### config.mk
export PLATFORM = sky130hd
export DESIGN_NAME = psum_accumulator
export DESIGN_NICKNAME = d
export VERILOG_FILES = /design/src/rtl/psum_accumulator.sv
export SDC_FILE = /design/constraint.sdc
export NUM_CORES = 1
export LEC_CHECK = 0
export ABC_CLOCK_PERIOD_IN_PS = 6400
export BUFFER_PORTS_ARGS = -buffer_cell sky130_fd_sc_hd__buf_2
export CORE_ASPECT_RATIO = 0.75
export CORE_MARGIN = 8
export CORE_UTILIZATION = 45
export DETAILED_ROUTE_END_ITERATION = 7
export GPL_TIMING_DRIVEN = 0
export PLACE_DENSITY_LB_ADDON = 0.1
export SETUP_SLACK_MARGIN = 0.1
export SLEW_MARGIN = 20
export SYNTH_ARGS = -nofsm -noshare
export SYNTH_HDL_FRONTEND = slang
export SYNTH_SLANG_ARGS = --single-unit
### constraint.sdc
create_clock -name clk -period 6.4 [get_ports clk]
set_clock_uncertainty 0.1 [all_clocks]
set_input_delay 0.64 -clock clk [delete_from_list [all_inputs] [get_ports clk]]
set_output_delay 0.64 -clock clk [all_outputs]
set_load 0.01 [all_outputs]
### src/rtl/psum_accumulator.sv
// psum_accumulator
//
// Signed partial-sum accumulator fed by the DRUM approximate multiplier.
// Each accepted product beat is sign-extended and added into a wide
// accumulator. Once the programmed number of terms has been summed, the
// result is held on a valid/ready output port until the consumer takes it.
//
// Compile-time option:
//   SATURATE_EN  defined   -> accumulator clamps to the signed AW-bit range
//                             on overflow
//                undefined -> accumulator wraps modulo 2^AW
//   out_ovf flags any overflow in both builds.
//
// Ports:
//   clk        rising-edge clock
//   reset      asynchronous active-high reset; aborts any sum in progress
//   len        terms per partial sum, sampled on the first beat (0 acts as 1)
//   in_valid   product beat valid
//   in_ready   accumulator can accept a beat (IDLE or ACC)
//   in_prod    signed PW-bit product
//   out_valid  finished partial sum available (DONE)
//   out_ready  consumer takes the partial sum
//   out_psum   signed AW-bit partial sum
//   out_ovf    overflow occurred while forming out_psum
//   busy       a sum is being formed or waiting to be taken

module psum_accumulator #(
    parameter int PW = 32,
    parameter int AW = 40,
    parameter int LW = 8
) (
    input  logic          clk,
    input  logic          reset,
    input  logic [LW-1:0] len,
    input  logic          in_valid,
    output logic          in_ready,
    input  logic [PW-1:0] in_prod,
    output logic          out_valid,
    input  logic          out_ready,
    output logic [AW-1:0] out_psum,
    output logic          out_ovf,
    output logic          busy
);

    typedef enum logic [1:0] {
        IDLE = 2'd0,
        ACC  = 2'd1,
        DONE = 2'd2
    } state_t;

    state_t        state;
    state_t        state_next;
    logic [AW-1:0] acc;
    logic [AW-1:0] acc_next;
    logic [LW-1:0] rem;
    logic [LW-1:0] rem_next;
    logic          ovf;
    logic          ovf_next;

    logic [AW-1:0] prod_ext;
    logic [AW-1:0] add_sum;
    logic [AW-1:0] add_result;
    logic          add_ovf;
    logic [LW-1:0] len_m1;

    // Size cast of a signed operand sign-extends, and stays legal when AW == PW.
    assign prod_ext = AW'($signed(in_prod));
    assign add_sum  = acc + prod_ext;

    // Two's-complement overflow: operands agree in sign but the result does not.
    assign add_ovf = (acc[AW-1] == prod_ext[AW-1]) && (add_sum[AW-1] != acc[AW-1]);

`ifdef SATURATE_EN
    localparam logic [AW-1:0] ACC_MAX = {1'b0, {(AW-1){1'b1}}};
    localparam logic [AW-1:0] ACC_MIN = {1'b1, {(AW-1){1'b0}}};

    // Overflow direction follows the shared operand sign, so acc's sign picks the rail.
    assign add_result = add_ovf ? (acc[AW-1] ? ACC_MIN : ACC_MAX) : add_sum;
`else
    assign add_result = add_sum;
`endif

    // A length of zero is treated as a single-term sum.
    assign len_m1 = (len == '0) ? '0 : len - LW'(1);

    // State and datapath registers.
    always_ff @(posedge clk or posedge reset) begin
        if (reset) begin
            state <= IDLE;
            acc   <= '0;
            rem   <= '0;
            ovf   <= 1'b0;
        end else begin
            state <= state_next;
            acc   <= acc_next;
            rem   <= rem_next;
            ovf   <= ovf_next;
        end
    end

    // Next-state and handshake decode. in_ready/out_valid depend on state only.
    always_comb begin
        state_next = state;
        acc_next   = acc;
        rem_next   = rem;
        ovf_next   = ovf;
        in_ready   = 1'b0;
        out_valid  = 1'b0;

        case (state)
            IDLE: begin
                in_ready = 1'b1;
                if (in_valid) begin
                    acc_next   = prod_ext;
                    rem_next   = len_m1;
                    ovf_next   = 1'b0;
                    state_next = (len_m1 == '0) ? DONE : ACC;
                end
            end
            ACC: begin
                in_ready = 1'b1;
                if (in_valid) begin
                    acc_next = add_result;
                    ovf_next = ovf | add_ovf;
                    rem_next = rem - LW'(1);
                    if (rem == LW'(1)) begin
                        state_next = DONE;
                    end
                end
            end
            DONE: begin
                out_valid = 1'b1;
                if (out_ready) begin
                    state_next = IDLE;
                end
            end
            default: begin
                state_next = IDLE;
            end
        endcase
    end

    assign out_psum = acc;
    assign out_ovf  = ovf;
    assign busy     = (state != IDLE);

endmodule
==> impl_metrics.py, run 1 <==
metrics = {
    "run_status": {
        "status": "completed",
    },
    "floorplan": {
        "initial_utilization": 0.4648,
        "ios": 88,
        "die_w_um": 135.5,
        "core_um2": 10370,
        "die_y_um": 105.6,
        "num_rows": 32,
        "dieArea_um2": 14310,
    },
    "timing": {
        "min_period_over_period": 0.5304,
        "rsz0062_at_grt": "no",
        "hold_viol_final": 0,
        "period_minus_slack_ns": 3.394,
        "worst_slew_pin_slew_ns": 0.8599,
        "relSlewSlack": 0.4267,
        "fin_tns_setup_ns": 0,
        "finalSetupViolCount": 0,
        "report.final.slew_viol_count": 0,
        "hold_slack_ns": 0.3498,
        "fmax_mhz": 294.6,
    },
    "logic_synthesis": {
        "avgSynthCellArea_um2": 7.687,
        "yosysWarningCount": 0,
        "synth_top_flop_cell": "dfrtp_1",
        "syn_nets": 714,
        "synth_seq_cells": 51,
        "syn_area_um2": 4820,
        "yosys-top-cells-area": "dfrtp_1 26%, ha_1 11%, o21ai_0 8.0%",
        "ys_seq_area_frac": 0.2648,
        "synth.distinct_cells": 52,
        "synth_top_area_cell": "dfrtp_1",
        "syn-instance-count": 627,
        "async_reset_ff_frac": 1.000,
        "synth_edf_count": 0,
        "synth_top_area_frac": 0.2648,
    },
    "global_routing": {
        "overflow": 0,
        "grt_max_degree": 52,
        "antenna_found_initial": 0,
        "grt_pass1_vias": 4939,
        "grt_pass1_wl_mm": 26.19,
        "track_usage": 0.2243,
    },
    "worst_setup_path": {
        "crit_chain": "buf_2, ha_1, clkbuf_1, nand2_1, nor4_1, nand4_1, o211ai_1, a31oi_1, o21ai_0, nor3b_1, o21ai_0",
        "max_stage_delay_ns": 0.51,
        "rr_startpoint": "out_psum[14]",
        "reg2reg_slack_ns": 3.03,
        "cp.arrival_ns": 3.48,
        "end_kind": "flop",
        "worstPathRequired_ns": 6.48,
        "path_buf_inv": 2,
        "worst_setup_path_start_kind": "input port",
        "slowest_stage": "nor4_1",
        "cpMostUsedCell": "o21ai_0",
        "worstSetupPathDepth": 11,
        "critPathKind": "in2reg",
        "cp-endpoint": "out_psum[39]",
        "rr_worst_depth": 10,
        "crit_family": "simple AND/OR/NAND/NOR gates",
        "reg2reg_to": "out_psum[39]",
        "critPathLaunch": "in_prod[14]",
        "path_max_fanout": 8,
    },
    "cts": {
        "cts_tree": "built",
        "clk_latency_ns": 0.31,
        "clkTransAtPathRegs_ns": 0.08,
        "ctsResizeCount": 0,
        "cts_hold_buf": 0,
        "cts.path.max_buffers": 2,
        "htreeDepth": 2,
        "cts.sinks": 51,
        "cts_setup_buffers": 0,
        "cts-root-buf": "clkbuf_16",
        "cts_buffers": 5,
    },
    "detailed_routing": {
        "drt-total-wl_mm": 15.95,
        "drc": 0,
        "drt-initial-drc-count": 468,
        "drt-pass1-iter-count": 6,
        "wl_per_cell_um": 18.59,
        "num_vias": 5191,
        "vias_per_cell": 6.050,
        "ant_nets": 0,
    },
    "run": {
        "cap_viol_max_count": 0,
    },
    "final_layout": {
        "final_cell_mix": "87 x buf_2, 80 x nand2_1, 77 x o21ai_0",
        "final_common_cell": "buf_2",
        "syn2layout_area_growth_pct": 15.84,
        "fin_nets": 808,
        "fill_cells": 1041,
        "diodes": 0,
        "drive_gt1_frac": 0.1440,
    },
    "place": {
        "port_buffers": 87,
        "dpl.hpwl_mm": 12.45,
        "place_congestion": 0.9395,
    },
    "worst_hold_path": {
        "hold_class": "in2async",
    },
    "pwr": {
        "ir_drop_uv": 225.4,
        "p_leak_nw": 2.552,
        "power_per_cell_area_nw_per_um2": 546.8,
    },
}
[metrics by stage]
step | utilization | instances | power, W | cell area [um2] | setup slack [ns]
3_3_place_gp | 0.5232 | 850 | 0.002672 | 5425 | 2.743
4_1_cts | 0.5384 | 858 | 0.003031 | 5583 | 3.113
5_1_grt | 0.5384 | 858 | 0.003343 | 5583 | 2.742
6_report | 0.5384 | 858 | 0.003053 | 5583 | 3.006
3_5_place_dp | 0.5234 | 850 | 0.002723 | 5428 | 2.802
2_1_floorplan | - | 627 | 0.002124 | 4820 | 3.327
[synthesized netlist by cell type (all sizes together), types with 10 or more instances]
cell type and n:
clkbuf 31, a211oi 10, inv 17, mux2i 16
a31oi 12, a21oi 67, nor2 44, a21o 18
ha 42, nand2 80, nand3 16, nor3 13
o21ai 77, dfrtp 51, xnor2 25, o22ai 10
[final cells by class]
cell class                      count  area, um2  area share
Buffer                             33      123.9     0.02219
Clock buffer                        6      138.9     0.02488
Clock inverter                      2      16.27    0.002913
Inverter                           17      66.31     0.01188
Multi-Input combinational cell    526       3356      0.6011
Sequential cell                    51       1276      0.2286
Tap cell                          136      170.2     0.03048
Timing Repair Buffer               87      435.4     0.07799
[flip-flops by register name, summed over array words and instances (netlist names)]
| signal | flops |
|---|---|
| out_psum | 40 |
| rem | 8 |
| state | 2 |
| out_ovf | 1 |
[power by group]
group	leakage [nW]	switching, W	internal [W]	total (W)
Clock	0.0731	0.000140	0.000157	0.000297
Sequential	0.604	0.000147	0.000487	0.000635
Combinational	1.88	0.00129	0.000836	0.00212
Total	2.55	0.00157	0.00148	0.00305
[routing by layer]
metal  vias up  global-route usage  part of all wire
li1       2496                   -                 -
met1      2466              0.3289              0.48
met2       217              0.3316              0.42
met3        12             0.04839             0.083
met4         0             0.03874            0.0084
met5         -                   0                 0
[cell families after synthesis]
family | share of synthesized area
AOI/OAI and AO/OA | 0.2970
and+or+nand+nor | 0.1841
DFF | 0.2648
buffers and inverters | 0.03894
adders and majority gates | 0.1132
xor gates and xnor gates | 0.06179
muxes | 0.04024
[how the worst min path moves through the flow]
| stage | from | endpoint |
|---|---|---|
| after floorplan | state[1] | state[0] |
| after global routing | out_ready | state[1] |
| final | reset | out_psum[2] |
| after CTS | reset | out_psum[1] |
| after detailed placement | out_psum[12] | out_psum[12] |
| after global placement | out_psum[13] | out_psum[13] |
Note: power is estimated with default switching activity, not from simulation.
==> run 2, diff against run 1 <==
--- a/config.mk
+++ b/config.mk
@@ -5,7 +5,8 @@
 export SDC_FILE = /design/constraint.sdc
 export NUM_CORES = 1
 export LEC_CHECK = 0
-export ABC_CLOCK_PERIOD_IN_PS = 6400
+export ABC_AREA = 1
+export ABC_CLOCK_PERIOD_IN_PS = 3400
 export BUFFER_PORTS_ARGS = -buffer_cell sky130_fd_sc_hd__buf_2
 export CORE_ASPECT_RATIO = 0.75
 export CORE_MARGIN = 8
==> constraint.sdc (replaced) <==
create_clock -name clk -period 3.4 [get_ports clk]
set_clock_uncertainty 0.1 [all_clocks]
set_input_delay 0.34 -clock clk [delete_from_list [all_inputs] [get_ports clk]]
set_output_delay 0.34 -clock clk [all_outputs]
set_load 0.01 [all_outputs]
==> run 2 against run 1 <==
  * Via count is 18% higher
  * First-iteration DRC count is 17% lower
  * Non-clock buffer count fell by 16
  * Global-route usage is 0.88 points lower
  * Sequential cell count unchanged
  * Hold slack worse by 0.30 ns
  * Combinational power increased by 110%
  * Critical path depth rose by 1
  * Largest cell class unchanged
==> impl_metrics.py, run 2 <==
metrics = {
    "final_layout": {
        "final_common_cell": "nand2_1",
        "syn2layout_area_growth_pct": 14.15,
        "largest_register_ffs": 40,
        "seq_area_um2": 1276,
        "final_cell_mix": "314 x nand2_1, 146 x inv_1, 133 x nor2_1",
        "diodes": 0,
        "drive_gt1_frac": 0.1251,
        "fin_nets": 1141,
        "post-route-util": 0.5229,
        "multi_input_area_um2": 3686,
        "fill_cells": 1348,
    },
    "timing": {
        "hold_viol_final": 0,
        "period_minus_slack_ns": 2.465,
        "finalSetupViolCount": 0,
        "fmax_mhz": 405.7,
        "min_period_over_period": 0.7250,
        "fin_tns_setup_ns": 0,
        "worst_slew_pin_slew_ns": 0.7203,
        "relSlewSlack": 0.5198,
        "rsz0062_at_grt": "no",
        "report.final.slew_viol_count": 0,
    },
    "logic_synthesis": {
        "synth_top_area_frac": 0.2280,
        "ys_seq_area_frac": 0.2280,
        "synth_edf_count": 0,
        "async_reset_ff_frac": 1.000,
        "synth.most_common_cell": "nand2_1",
        "avgSynthCellArea_um2": 5.830,
        "netlist_top_cells_count": "314 x nand2_1, 147 x inv_1, 133 x nor2_1",
        "syn_area_um2": 5597,
        "yosys-top-cells-area": "dfrtp_1 23%, nand2_1 21%, inv_1 9.9%",
        "synth_seq_cells": 51,
        "yosysWarningCount": 0,
        "synth.distinct_cells": 34,
        "syn_nets": 1047,
        "syn-instance-count": 960,
        "synth_top_area_cell": "dfrtp_1",
        "synth_top_flop_cell": "dfrtp_1",
    },
    "worst_setup_path": {
        "path_max_fanout": 4,
        "max_stage_delay_ns": 0.45,
        "slowest_stage": "fa_1",
        "rr_startpoint": "out_psum[0]",
        "reg2reg_to": "out_psum[36]",
        "crit_chain": "ha_1, fa_1, nand2_1, nand3_1, and2_1, nand3b_1, nand3_2, nand2_1, nand2_1, nand2_1, nand3_1, a21oi_1",
        "critPathKind": "reg2reg",
        "cpMostUsedCell": "nand2_1",
        "worstPathRequired_ns": 3.54,
        "reg2reg_slack_ns": 0.94,
        "worst_setup_path_start_kind": "flop",
        "cp.arrival_ns": 2.60,
        "end_kind": "flop",
        "rr_worst_depth": 12,
    },
    "pwr": {
        "clock_power_share": 0.087,
        "seq_power_share": 0.195,
        "p_leak_nw": 3.631,
        "sw_frac_of_total": 0.5498,
        "p_sw_w": 0.003353,
        "internal_power_w": 0.002745,
        "power_per_cell_area_nw_per_um2": 954.5,
        "comb_power_share": 0.718,
        "ir_drop_uv": 420.6,
    },
    "cts": {
        "cts.sinks": 51,
        "htreeDepth": 2,
        "clkTransAtPathRegs_ns": 0.08,
        "clk_latency_ns": 0.30,
        "cts.path.max_buffers": 2,
        "cts_buffers": 5,
        "cts-root-buf": "clkbuf_16",
        "cts_tree": "built",
        "cts_setup_buffers": 0,
        "cts_hold_buf": 0,
        "ctsResizeCount": 0,
    },
    "global_routing": {
        "overflow": 0,
        "grt_max_degree": 52,
        "grt_pass1_vias": 5541,
        "antenna_found_initial": 0,
        "grt_pass1_wl_mm": 27.86,
        "track_usage": 0.2155,
    },
    "floorplan": {
        "initial_utilization": 0.4581,
        "dieArea_um2": 16300,
        "ios": 88,
        "die_y_um": 112.6,
        "num_rows": 35,
        "core_um2": 12220,
        "die_w_um": 144.8,
    },
    "detailed_routing": {
        "ant_nets": 0,
        "drt-pass1-iter-count": 5,
        "num_vias": 6120,
        "vias_per_cell": 5.012,
        "drc": 0,
        "drt-total-wl_mm": 17.68,
        "wl_per_cell_um": 14.48,
        "drt-initial-drc-count": 388,
    },
    "run_status": {
        "status": "completed",
    },
    "place": {
        "place_congestion": 0.9545,
        "dpl.hpwl_mm": 14.57,
        "port_buffers": 87,
    },
    "worst_hold_path": {
        "hold_class": "in2async",
    },
    "run": {
        "cap_viol_max_count": 0,
    },
}
## run 2: worst max-delay path by stage
| stage | cells past startpoint | start | to | slack [ns] |
|---|---|---|---|---|
| finish | 12 | out_psum[0] | out_psum[36] | 0.94 |
| global route | 12 | out_psum[0] | out_psum[36] | 0.81 |
| CTS | 12 | out_psum[0] | out_psum[36] | 1.01 |
| detailed placement | 13 | in_prod[0] | out_psum[36] | 0.94 |
| global placement | 2 | reset | out_psum[7] | 0.88 |
| floorplan | 10 | out_psum[0] | out_psum[20] | 1.31 |
## run 2: logic make-up (layout without fill, tap and decap cells)
family,count (synthesis),count (layout),synth area share
compound gates,125,125,0.1207
xor+xnor,21,21,0.03286
fa+ha+maj,43,43,0.09747
buf+inv,167,262,0.1133
flops,51,51,0.2280
simple gates,553,553,0.4076
## run 2: power by group through the flow
stage / clock [W] / sequential [W] / combinational [W]
final: 0.000529 / 0.00119 / 0.00438
after CTS: 0.000548 / 0.00119 / 0.00435
after floorplan: 0 / 0.00127 / 0.00303
after detailed placement: 0 / 0.00120 / 0.00433
after global routing: 0.000570 / 0.00123 / 0.00494
after global placement: 0 / 0.00120 / 0.00430
## run 2: worst max-delay path, delay by kind of cell, from the launching register on
| kind | cells | cell delay (ns) |
|---|---|---|
| adders and majority gates | 2 | 0.71 |
| AOI/OAI and AO/OA | 1 | 0.13 |
| and+or+nand+nor | 9 | 1.06 |
| DFF | 1 | 0.40 |
## run 2: final cells by class
cell class	count	share of cell area
Buffer	17	0.01116
Clock buffer	6	0.02017
Clock inverter	2	0.002742
Inverter	150	0.08852
Multi-Input combinational cell	742	0.5770
Sequential cell	51	0.1998
Tap cell	166	0.03251
Timing Repair Buffer	87	0.06816
## run 2: routing by layer
| metal | global-route usage | wire length [um] |
|---|---|---|
| met2 | 0.3050 | 6928 |
| met5 | 0 | 0 |
| met3 | 0.04198 | 1334 |
| met4 | 0.03181 | 149 |
| met1 | 0.3304 | 9263 |
## run 2: metrics by stage
| step | cells | area [um2] | worst slack, ns | total power [W] | hold WS [ns] |
|---|---|---|---|---|---|
| 2_1_floorplan | 960 | 5597 | 1.314 | 0.004294 | 0.3305 |
| 5_1_grt | 1221 | 6389 | 0.8118 | 0.006745 | 0.1041 |
| 3_5_place_dp | 1213 | 6242 | 0.9380 | 0.005529 | 0.3977 |
| 6_report | 1221 | 6389 | 0.9351 | 0.006098 | 0.04765 |
| 3_3_place_gp | 1213 | 6240 | 0.8823 | 0.005500 | 0.3918 |
| 4_1_cts | 1221 | 6389 | 1.007 | 0.006092 | 0.07462 |
==> run 3, diff against run 2 <==
--- a/config.mk
+++ b/config.mk
@@ -5,8 +5,8 @@
 export SDC_FILE = /design/constraint.sdc
 export NUM_CORES = 1
 export LEC_CHECK = 0
-export ABC_AREA = 1
-export ABC_CLOCK_PERIOD_IN_PS = 3400
+export ABC_AREA = 0
+export ABC_CLOCK_PERIOD_IN_PS = 2100
 export BUFFER_PORTS_ARGS = -buffer_cell sky130_fd_sc_hd__buf_2
 export CORE_ASPECT_RATIO = 0.75
 export CORE_MARGIN = 8
==> constraint.sdc (replaced) <==
create_clock -name clk -period 2.1 [get_ports clk]
set_clock_uncertainty 0.1 [all_clocks]
set_input_delay 0.21 -clock clk [delete_from_list [all_inputs] [get_ports clk]]
set_output_delay 0.21 -clock clk [all_outputs]
set_load 0.01 [all_outputs]
==> run 3 against run 2 <==
  * The run now ends with setup timing left
  * Global-route usage up 1.3 points
  * Register-to-register slack lost 1.6 ns
  * Die area is 12% lower
  * Sequential share of layout area decreased by 0.72 points
  * Highest routed layer unchanged
==> impl_metrics.py, run 3 (synthesis gave the netlist of run 1 again) <==
metrics = {
    "run_status": {
        "status": "finished, violations left",
        "violations": "setup timing",
    },
    "place": {
        "place_area_um2": 5524,
        "place_ws_ns": -0.9782,
        "placed_cells": 850,
        "port_buffers": 87,
        "place_congestion": 0.9528,
        "dpl.hpwl_mm": 12.10,
    },
    "cts": {
        "cts_buffers": 5,
        "htreeDepth": 2,
        "cts.sinks": 51,
        "clkTransAtPathRegs_ns": 0.08,
        "cts-root-buf": "clkbuf_16",
        "cts.path.max_buffers": 2,
        "clk_latency_ns": 0.31,
        "cts_tree": "built",
    },
    "worst_setup_path": {
        "rr_worst_depth": 9,
        "reg2reg_slack_ns": -0.64,
        "critPathKind": "reg2reg",
        "cp.arrival_ns": 2.87,
        "reg2reg_to": "out_psum[32]",
        "worstPathRequired_ns": 2.23,
        "path_max_fanout": 4,
        "rr_startpoint": "out_psum[4]",
        "worst_setup_path_start_kind": "flop",
        "end_kind": "flop",
    },
    "timing": {
        "period_minus_slack_ns": 2.743,
        "finalSetupViolCount": 33,
        "setup_slack_ns": -0.6428,
        "worst_slew_pin_slew_ns": 0.7109,
        "hold_viol_final": 0,
        "report.final.slew_viol_count": 0,
        "relSlewSlack": 0.5261,
        "min_period_over_period": 1.306,
        "fmax_mhz": 364.6,
        "rsz0062_at_grt": "yes",
    },
    "floorplan": {
        "initial_utilization": 0.4648,
        "dieArea_um2": 14310,
        "core_um2": 10370,
        "die_w_um": 135.5,
        "die_y_um": 105.6,
        "ios": 88,
        "num_rows": 32,
    },
    "final_layout": {
        "final_common_cell": "buf_2",
        "fin_nets": 850,
        "largest_register_ffs": 40,
        "final_cell_mix": "88 x buf_2, 73 x nand2_1, 52 x a21oi_1",
        "finalInstanceArea_um2": 6634,
        "final_cells": 900,
        "diodes": 0,
        "syn2layout_area_growth_pct": 37.64,
        "drive_gt1_frac": 0.3298,
    },
    "global_routing": {
        "grt_pass1_vias": 5173,
        "antenna_found_initial": 0,
        "grt_max_degree": 52,
        "grt_pass1_wl_mm": 26.59,
        "track_usage": 0.2288,
        "overflow": 0,
    },
    "detailed_routing": {
        "drt-initial-drc-count": 473,
        "wl_per_cell_um": 19.15,
        "drc": 0,
        "drt-pass1-iter-count": 5,
        "vias_per_cell": 6.119,
        "num_vias": 5507,
        "ant_nets": 0,
        "drt-total-wl_mm": 17.24,
    },
    "pwr": {
        "ir_drop_uv": 776.4,
        "p_leak_nw": 2.935,
        "p_total_w": 0.01153,
        "power_per_cell_area_nw_per_um2": 1738,
    },
    "worst_hold_path": {
        "min_path_cells": 3,
        "hold_class": "in2reg",
        "holdPathEnd": "out_psum[10]",
        "hold_path_startpoint": "in_prod[10]",
    },
    "run": {
        "cap_viol_max_count": 0,
    },
}
## run 3: critical path, cell delays in order (launching register included)
cell	delay, ns
dfrtp_1	0.44
ha_4	0.31
o21ai_2	0.10
a211oi_2	0.28
nor3_4	0.08
o31a_1	0.31
o41a_1	0.41
nor3_4	0.24
mux2_4	0.33
o221ai_2	0.05
## run 3: cell type report
type | count | area [um2]
repair buffers | 132 | 797.0
fillers | 886 | 3736
clock buffers | 6 | 138.9
clock inverters | 2 | 16.27
inverters | 17 | 70.07
well taps | 136 | 170.2
plain buffers | 30 | 153.9
flip-flops and latches | 51 | 1277
multi-input cells | 526 | 4010
## run 3: worst max-delay path by stage
stage          slack, ns         from  cells after the start           end
2_1_floorplan      -0.50  out_psum[0]                     10  out_psum[32]
3_3_place_gp       -0.98  out_psum[4]                      9  out_psum[34]
3_5_place_dp       -0.98  out_psum[4]                      9  out_psum[38]
4_1_cts            -0.60  out_psum[0]                     10  out_psum[32]
5_1_grt            -0.73  out_psum[8]                      9  out_psum[32]
6_report           -0.64  out_psum[4]                      9  out_psum[32]
## run 3: report_power, final
| part | internal [W] | leakage, nW | switching [W] |
|---|---|---|---|
| registers | 0.00149 | 0.603 | 0.000506 |
| logic | 0.00385 | 2.26 | 0.00479 |
| clock network | 0.000479 | 0.0731 | 0.000426 |
| total | 0.00581 | 2.93 | 0.00572 |
## run 3: metal layers
layer,GRT usage,share of wire
met5,0,0
met3,0.06025,0.074
met4,0.05850,0.015
met2,0.3432,0.44
met1,0.3183,0.47
## run 3: repair_timing
item | in CTS | in global routing
gates resized for setup | 99 | 69
setup endpoints to repair | 48 | 49
pin swaps | 31 | 42
hold buffers | 2 | 0
gates cloned | 0 | 0
setup buffers | 24 | 21
hold endpoints to repair | 52 | 0
## run 3: through the flow
step | TNS (ns) | utilization | hold slack [ns]
after floorplan | -6.791 | - | 0.1963
after global placement | -34.72 | 0.5325 | 0.2915
after detailed placement | -20.72 | 0.5327 | 0.2715
after CTS | -10.59 | 0.6036 | 0.09526
after global routing | -16.09 | 0.6397 | 0.1383
final | -12.63 | 0.6397 | 0.09791
